==> config.mk <==
export PLATFORM = sky130hd
export DESIGN_NAME = dct_transpose_buffer
export DESIGN_NICKNAME = d
export VERILOG_FILES = /design/src/rtl/dct_transpose_buffer.sv
export SDC_FILE = /design/constraint.sdc
export NUM_CORES = 2
export LEC_CHECK = 0
export BUFFER_PORTS_ARGS = -buffer_cell sky130_fd_sc_hd__buf_4
export CAP_MARGIN = 0
export CORE_ASPECT_RATIO = 1.75
export CORE_MARGIN = 2
export CORE_UTILIZATION = 45
export CTS_CLUSTER_SIZE = 16
export DETAILED_ROUTE_END_ITERATION = 7
export MAX_ROUTING_LAYER = met4
export PLACE_DENSITY_LB_ADDON = 0.2
export SYNTH_ARGS = -nofsm -noshare
export SYNTH_HDL_FRONTEND = slang
export SYNTH_SLANG_ARGS = --single-unit
export TNS_END_PERCENT = 50
==> constraint.sdc <==
create_clock -name clk -period 19.9 [get_ports clk]
set_clock_uncertainty 0.1 [all_clocks]
set_input_delay 3.98 -clock clk [delete_from_list [all_inputs] [get_ports clk]]
set_output_delay 3.98 -clock clk [all_outputs]
set_load 0.02 [all_outputs]
==> src/rtl/dct_transpose_buffer.sv <==
// dct_transpose_buffer: ping-pong 8x8 row-in/column-out transpose memory; optional sync flush port via DCT_TRANSPOSE_FLUSH_EN
module dct_transpose_buffer #(
    parameter int DATA_W = 15,
    parameter int N      = 8
) (
    input  logic              clk,
    input  logic              rst_n,
`ifdef DCT_TRANSPOSE_FLUSH_EN
    input  logic              flush,
`endif
    input  logic              in_valid,
    output logic              in_ready,
    input  logic [N*DATA_W-1:0] in_row,
    output logic              out_valid,
    input  logic              out_ready,
    output logic [N*DATA_W-1:0] out_col,
    output logic [2:0]        out_col_idx,
    output logic              out_last
);
    logic [DATA_W-1:0] mem [2][N][N];
    logic [1:0] full;
    logic       wr_bank, rd_bank;
    logic [2:0] wr_row, rd_col;
    logic       flush_i, wr_fire, rd_fire;
`ifdef DCT_TRANSPOSE_FLUSH_EN
    assign flush_i = flush;
`else
    assign flush_i = 1'b0;
`endif
    // rst_n gates in_ready so nothing is accepted while reset is held
    assign in_ready  = rst_n & ~full[wr_bank] & ~flush_i;
    assign out_valid = full[rd_bank] & ~flush_i;
    assign wr_fire   = in_valid & in_ready;
    assign rd_fire   = out_valid & out_ready;
    assign out_col_idx = out_valid ? rd_col : 3'd0;
    assign out_last    = out_valid & (rd_col == 3'd7);

    always_comb begin
        out_col = '0;
        for (int r = 0; r < N; r++)
            out_col[r*DATA_W +: DATA_W] = out_valid ? mem[rd_bank][r][rd_col] : '0;
    end

    always_ff @(posedge clk)
        if (wr_fire)
            for (int k = 0; k < N; k++)
                mem[wr_bank][wr_row][k] <= in_row[k*DATA_W +: DATA_W];

    always_ff @(posedge clk or negedge rst_n) begin
        if (!rst_n) begin
            full    <= 2'b00;
            wr_bank <= 1'b0;
            rd_bank <= 1'b0;
            wr_row  <= 3'd0;
            rd_col  <= 3'd0;
        end else if (flush_i) begin
            full    <= 2'b00;
            wr_bank <= 1'b0;
            rd_bank <= 1'b0;
            wr_row  <= 3'd0;
            rd_col  <= 3'd0;
        end else begin
            if (wr_fire) begin
                wr_row <= wr_row + 3'd1;
                if (wr_row == 3'd7) begin
                    full[wr_bank] <= 1'b1;
                    wr_bank       <= ~wr_bank;
                end
            end
            // full gating guarantees this never targets the bank being written
            if (rd_fire) begin
                rd_col <= rd_col + 3'd1;
                if (rd_col == 3'd7) begin
                    full[rd_bank] <= 1'b0;
                    rd_bank       <= ~rd_bank;
                end
            end
        end
    end
endmodule

; ---- Yosys cells after proc, flatten, opt, wreduce, memory -nomap -nowiden
; Memory sizes are Yosys's and may differ from the RTL's.
; Index checks and enable logic that the tools add are counted.
[totals]
out_inout_bits = 126
in_bits = 124
elab_cells = 13544
ff_bits = 10
ramBits = 1920
n_memories = 1
[memory_table]
columns = memory, words, width, rd, rd_ports_with_merged_regs, write_ports, line
row1 = mem, 2, 960, 1, 0, 1, 20  ; logic [DATA_W-1:0] mem [2][N][N];
[classes]
addsub = 2
n_lt_le_gt_ge = 7
n_reduce_logical = 5
bitwise_logic = 6732
n_eq_ne = 2
muxes = 6790
[ops]
columns = op, n
row1 = $mux W960, 8
row2 = $mux W1, 6727
row3 = $or A1 B1 Y1, 6720
row4 = $demux W120 S3, 8
row5 = $mux W15, 25
row6 = $bmux W15 S3, 8
row7 = $mux W120, 1
row8 = $mux W105, 1
row9 = $mux W90, 1
row10 = $mux W75, 1
row11 = $mux W60, 1
row12 = $mux W45, 1
row13 = $mux W30, 1
row14 = $ge A4 B4 Y1 const B, 2
row15 = $mux W2, 4
row16 = $not A3 Y4, 2
row17 = $add A3 B1 Y3 const B, 2
row18 = $eq A3 B3 Y1 const B, 2
row19 = $and A1 B1 Y1, 4
row20 = $lt A1 B2 Y1 const B, 2
row21 = $lt A4 B1 Y1 const B, 1
row22 = $reduce_and A2 Y1, 2
row23 = $logic_and A1 B1 Y1, 3
row24 = $mux W3, 1
row25 = other kinds (6), 10

; ---- Longest topological paths before layout
[depth]
depth_word = 14
mapped_depth = 9
mapped_depth_nobuf = 6

; ---- Worst setup path after synthesis
; OpenSTA, ideal clock, no wires.
[synth_timing]
path_type = input port to flip-flop
start = input rst_n
end = memory mem[0][0] (netlist name), enable pin
setup_slack_ns = 9.238
t_required_ns = 19.199
t_arrival_ns = 9.961
setup_ns = 0.601
n_path_buf = 3
path_stages = 6
cell_sequence = buf_2 and2_1 clkbuf_1 nand3_1 clkbuf_1 nor2_1
[synth_between]
elab_chain_len = 11
elab_cells_between_ends = 18
classes_between = 9 x mux / 9 x bitwise
[synth_lines]
columns = item, line
row1 = from (decl), 7  ; input logic rst_n,
row2 = $and A1 B1 Y1 *, 31  ; assign in_ready = rst_n & ~full[wr_bank] & ~flush_i;
row3 = $and A1 B1 Y1 *, 33  ; assign wr_fire = in_valid & in_ready;
row4 = $mux W1 *, 45  ; if (wr_fire)
row5 = $mux W960 (not written as such), 47  ; mem[wr_bank][wr_row][k] <= in_row[k*DATA_W +: DATA_W];
row6 = $or A1 B1 Y1 (no line) (6 in a row), n/a
row7 = $or A1 B1 Y1 (no line) *, n/a
row8 = to (decl), 20
; Every way passes the cells marked *; elsewhere a longest branch is shown, timed or not.

; ---- Worst setup path in the final report
[layout_timing]
start = register rd_col[0]
end = output out_col[88]
[layout_between]
elab_chain_len = 5
[layout_lines]
columns = item, line
row1 = from (decl), 23  ; logic [2:0] wr_row, rd_col;
row2 = from (signal assigned), 72  ; rd_col <= rd_col + 3'd1;
row3 = $not A3 Y4 (not written as such), 41  ; out_col[r*DATA_W +: DATA_W] = out_valid ? mem[rd_bank][r][rd_col] : '0;
row4 = $bmux W15 S3, 41
row5 = $mux W15 (not written as such) (2 in a row), 41
row6 = $mux W15, 41
row7 = to (decl), 16  ; output logic [N*DATA_W-1:0] out_col,
; Every way passes these cells. The select of a mux whose other input is x is not followed.

==> metrics.log <==
INFO  metric seqCellArea = 0.0579 mm2
INFO  metric synthesis.area_per_instance = 16.3 um2
INFO  metric globalplace.congestion = 0.809
INFO  metric final_net_count = 5,154
INFO  metric globalRouteOverflowTotal = 0
INFO  metric remaining_drc_errors = 0
INFO  metric layout_worst_path_cycle_share = 50.5%
INFO  metric initial_core_util = 45.1%
INFO  metric arrival_time_reported_for_the_critical_path_endpoint = 5.98 ns
INFO  metric rsz0062_at_grt = false
INFO  metric min_path_type = reg -> reg
INFO  metric rows = 205
INFO  metric setup_viol_count_final = 0
INFO  metric cp-endpoint = out_col[88]
INFO  metric synth_top_area_share = 71.9%
INFO  metric reg2reg_setup_slack = 15.64 ns
INFO  metric area_delta_synth_final = 11.6%
INFO  metric ctsRootBufferMaster = sky130_fd_sc_hd__clkbuf_16
INFO  metric synth-seq-cells = 1,930
INFO  metric crit_path_start_kind = flip-flop
INFO  metric antenna_violations_before_repair = 43
INFO  metric fin_util = 50.4%
INFO  metric cts_max_level = 4
INFO  metric critical_path.reg2reg.startpoint = wr_row[0]$_DFFE_PN0N_
INFO  metric power_density = 131 mW/mm2
INFO  metric cts_setup_buffers = 0
INFO  metric cts_buffer_depth = 4
INFO  metric power.ir.vdd_worst = 0.147 mV
INFO  metric critical_path.endpoint_type = output pin
INFO  metric place_inst = 7,228
INFO  metric coreArea = 0.178 mm2
INFO  metric grt_pass1_vias = 46,600
INFO  metric layout_setup_ws = 9.84 ns
INFO  metric tightest_slew = 1.18 ns
INFO  metric setup_tns = 0 ns
INFO  metric worst_skew_late_latency = 0.82 ns
INFO  metric routed-via-count = 46,100
INFO  metric die_w = 323 um
INFO  metric layout-drive-gt1-share = 20.8%
INFO  metric pin_count = 250
INFO  metric asyncSetResetFlopFracSynth = 0.518%
INFO  metric timing.rr.end = mem[1][696]$_DFFE_PP_
INFO  metric cts_resized = 0
INFO  metric run_status = complete, no violations
INFO  metric ys_warn_count = 0
INFO  metric postSynthNetCount = 5,051
INFO  metric critical_path.startpoint = rd_col[0]$_DFFE_PN0P_
INFO  metric final_non_filler_cell_total = 7,562
INFO  metric post_synthesis_instance_area = 0.0802 mm2
INFO  metric synthCells = 4,923
INFO  metric critical_path_required = 15.82 ns
INFO  metric num-fill-cells = 14,600
INFO  metric clk_pin_slew = 0.07 ns
INFO  metric crit_type = reg -> out
INFO  metric holdBufCountCts = 0
INFO  metric number_of_max_capacitance_violations_reported = 0
INFO  metric clock.fmax = 99.5 MHz
INFO  metric grt_usage = 29.5%
INFO  metric grt_pass1_wl = 355,000 um
INFO  metric max-slew-margin-rel = 21.5%
INFO  metric clock_sink_count = 1,930
INFO  metric grt_start_max_net_pins = 120
INFO  metric cts_tree = yes
INFO  metric seq_total_area_yosys = 72.2%
INFO  metric die_height = 563 um
INFO  metric post-place-ws = 10.67 ns
INFO  metric post-route-min-period = 10.06 ns
INFO  metric drt-pass1-iter-count = 6
INFO  metric multi_input_area = 0.0205 mm2
INFO  metric post_drt_wl_per_cell = 34.2 um
INFO  metric synthFlopType = sky130_fd_sc_hd__edfxtp_1
INFO  metric port_buffers = 249
INFO  metric finalMaxSlewViolations = 0
INFO  metric cts_made_buffers = 176
INFO  metric total_die_area = 0.182 mm2
INFO  metric detailedRoute.firstIterationViolations = 6,103
INFO  metric finalWirelength = 259,000 um
INFO  metric cellLeakagePower = 29.8 nW
INFO  metric hold_viol_final = 0
INFO  metric dp_hpwl = 152,000 um
INFO  metric vias_per_cell = 6.09
INFO  metric yosys.area.top_type = sky130_fd_sc_hd__edfxtp_1
INFO  metric synth.top_cells.by_area = sky130_fd_sc_hd__edfxtp_1 72%, sky130_fd_sc_hd__mux4_2 13%, sky130_fd_sc_hd__nand2_1 8.4%, sky130_fd_sc_hd__a221o_1 1.5%, sky130_fd_sc_hd__a22o_1 1.3%
INFO  metric ant_nets = 0
INFO  metric synth_cell_types = 40
INFO  metric worstRegToRegCells = 5
INFO  metric synth_edf_count = 1,920
INFO  metric critical_path.max_fanout = 64
-- Yosys cell counts, drive strengths merged, types with 3 or more instances --
cell / count
o21ai: 4
nand3: 4
ha: 4
clkbuf: 152
edfxtp: 1920
dfrtp: 10
nor2: 11
a22o: 118
and3: 5
nand4: 5
nand2: 1806
mux4: 479
and2: 15
mux2i: 6
nor2b: 3
a221o: 118
buf: 238
and4: 5
mux2: 4
-- power breakdown --
part | switching, mW | internal (mW)
sequential | 0.110 | 4.74
clock | 1.49 | 1.90
combinational | 2.08 | 1.43
total | 3.68 | 8.07
-- routing by layer --
metal | track usage, % | part of all wire, %
met5 | - | 0
met2 | 47.5 | 50
met1 | 35.5 | 35
met4 | 15.3 | 5.8
met3 | 5.38 | 9.6
-- layout make-up --
cell class / count / area share, %
clock inverters: 101 / 1.12
inverters: 2 / 0.00839
clock buffers: 206 / 5.11
well taps: 2380 / 3.33
repair buffers: 315 / 2.73
diodes: 27 / 0.0755
flip-flops and latches: 1930 / 64.7
multi-input cells: 2601 / 22.9
-- how the worst min path moves through the flow --
| stage | endpoint | from | slack (ns) | cells after the start |
|---|---|---|---|---|
| 6_report | rd_bank$_DFFE_PN0P_ | full[1]$_DFF_PN0_ | 0.51 | 1 |
| 4_1_cts | rd_bank$_DFFE_PN0P_ | full[1]$_DFF_PN0_ | 0.51 | 1 |
| 3_3_place_gp | rd_bank$_DFFE_PN0P_ | full[1]$_DFF_PN0_ | 0.50 | 1 |
| 5_1_grt | rd_bank$_DFFE_PN0P_ | full[1]$_DFF_PN0_ | 0.52 | 1 |
| 2_1_floorplan | wr_row[0]$_DFFE_PN0N_ | wr_row[0]$_DFFE_PN0N_ | 0.44 | 1 |
| 3_5_place_dp | rd_bank$_DFFE_PN0P_ | full[1]$_DFF_PN0_ | 0.50 | 1 |
-- cell families after synthesis --
kind of cell / after synthesis / share of synthesized area (%)
flip-flops: 1930 / 72.2
XOR/XNOR: 3 / 0.0328
multiplexers: 489 / 13.6
adder cells (fa/ha/maj): 4 / 0.0624
buffers and inverters: 392 / 2.40
AO/OA/AOI/OAI: 245 / 2.84
AND/OR/NAND/NOR: 1860 / 8.90
-- through the flow --
stage / hold WS [ns] / cell area, um2 / power, mW
floorplan: 0.444 / 80200 / 7.22
global placement: 0.501 / 83900 / 8.45
detailed placement: 0.501 / 83900 / 8.49
CTS: 0.510 / 89400 / 11.8
global route: 0.523 / 89500 / 12.1
finish: 0.514 / 89500 / 11.7
-- cells in the final DEF (no fill, tap or decap), types with 2 or more instances in the layout --
cell / Yosys / layout
sky130_fd_sc_hd__clkinv_2: 0 / 28
sky130_fd_sc_hd__xnor2_1: 2 / 2
sky130_fd_sc_hd__o21ai_1: 3 / 3
sky130_fd_sc_hd__mux4_2: 479 / 479
sky130_fd_sc_hd__clkinv_4: 0 / 2
sky130_fd_sc_hd__clkinv_1: 0 / 44
sky130_fd_sc_hd__and3_4: 0 / 4
sky130_fd_sc_hd__dfrtp_4: 0 / 2
sky130_fd_sc_hd__mux2i_1: 5 / 5
sky130_fd_sc_hd__nor2b_1: 3 / 3
sky130_fd_sc_hd__mux2_2: 4 / 4
sky130_fd_sc_hd__a221o_1: 118 / 118
sky130_fd_sc_hd__nand2_1: 1806 / 1806
sky130_fd_sc_hd__and4_4: 0 / 5
sky130_fd_sc_hd__clkbuf_1: 152 / 27
sky130_fd_sc_hd__a22o_1: 118 / 118
sky130_fd_sc_hd__nand3_1: 4 / 3
sky130_fd_sc_hd__buf_12: 0 / 6
sky130_fd_sc_hd__dfrtp_1: 10 / 8
sky130_fd_sc_hd__nor2_4: 1 / 9
sky130_fd_sc_hd__and2_4: 0 / 8
sky130_fd_sc_hd__ha_1: 4 / 4
sky130_fd_sc_hd__nand4_2: 5 / 5
sky130_fd_sc_hd__clkinvlp_4: 0 / 3
sky130_fd_sc_hd__and3b_1: 2 / 2
sky130_fd_sc_hd__clkbuf_16: 0 / 178
sky130_fd_sc_hd__inv_6: 0 / 3
sky130_fd_sc_hd__bufinv_16: 0 / 20
sky130_fd_sc_hd__diode_2: 0 / 27
sky130_fd_sc_hd__buf_4: 22 / 309
sky130_fd_sc_hd__nor2_1: 10 / 2
sky130_fd_sc_hd__and2_1: 14 / 6
sky130_fd_sc_hd__edfxtp_1: 1920 / 1920
-- flip-flops by register name, summed over array words and instances (netlist names) --
| register | cells |
|---|---|
| wr_row | 3 |
| mem | 1920 |
| wr_bank | 1 |
| full | 2 |
| rd_col | 3 |
| rd_bank | 1 |
-- worst max-delay path, stage by stage, from the launching register on --
cell and delay [ns]:
sky130_fd_sc_hd__dfrtp_4 1.06, sky130_fd_sc_hd__buf_4 0.86, sky130_fd_sc_hd__buf_4 0.84, sky130_fd_sc_hd__buf_4 0.91, sky130_fd_sc_hd__mux4_2 0.41, sky130_fd_sc_hd__a22o_1 0.25, sky130_fd_sc_hd__a221o_1 0.45, sky130_fd_sc_hd__buf_4 0.24
(Power assumes the default switching activity.)
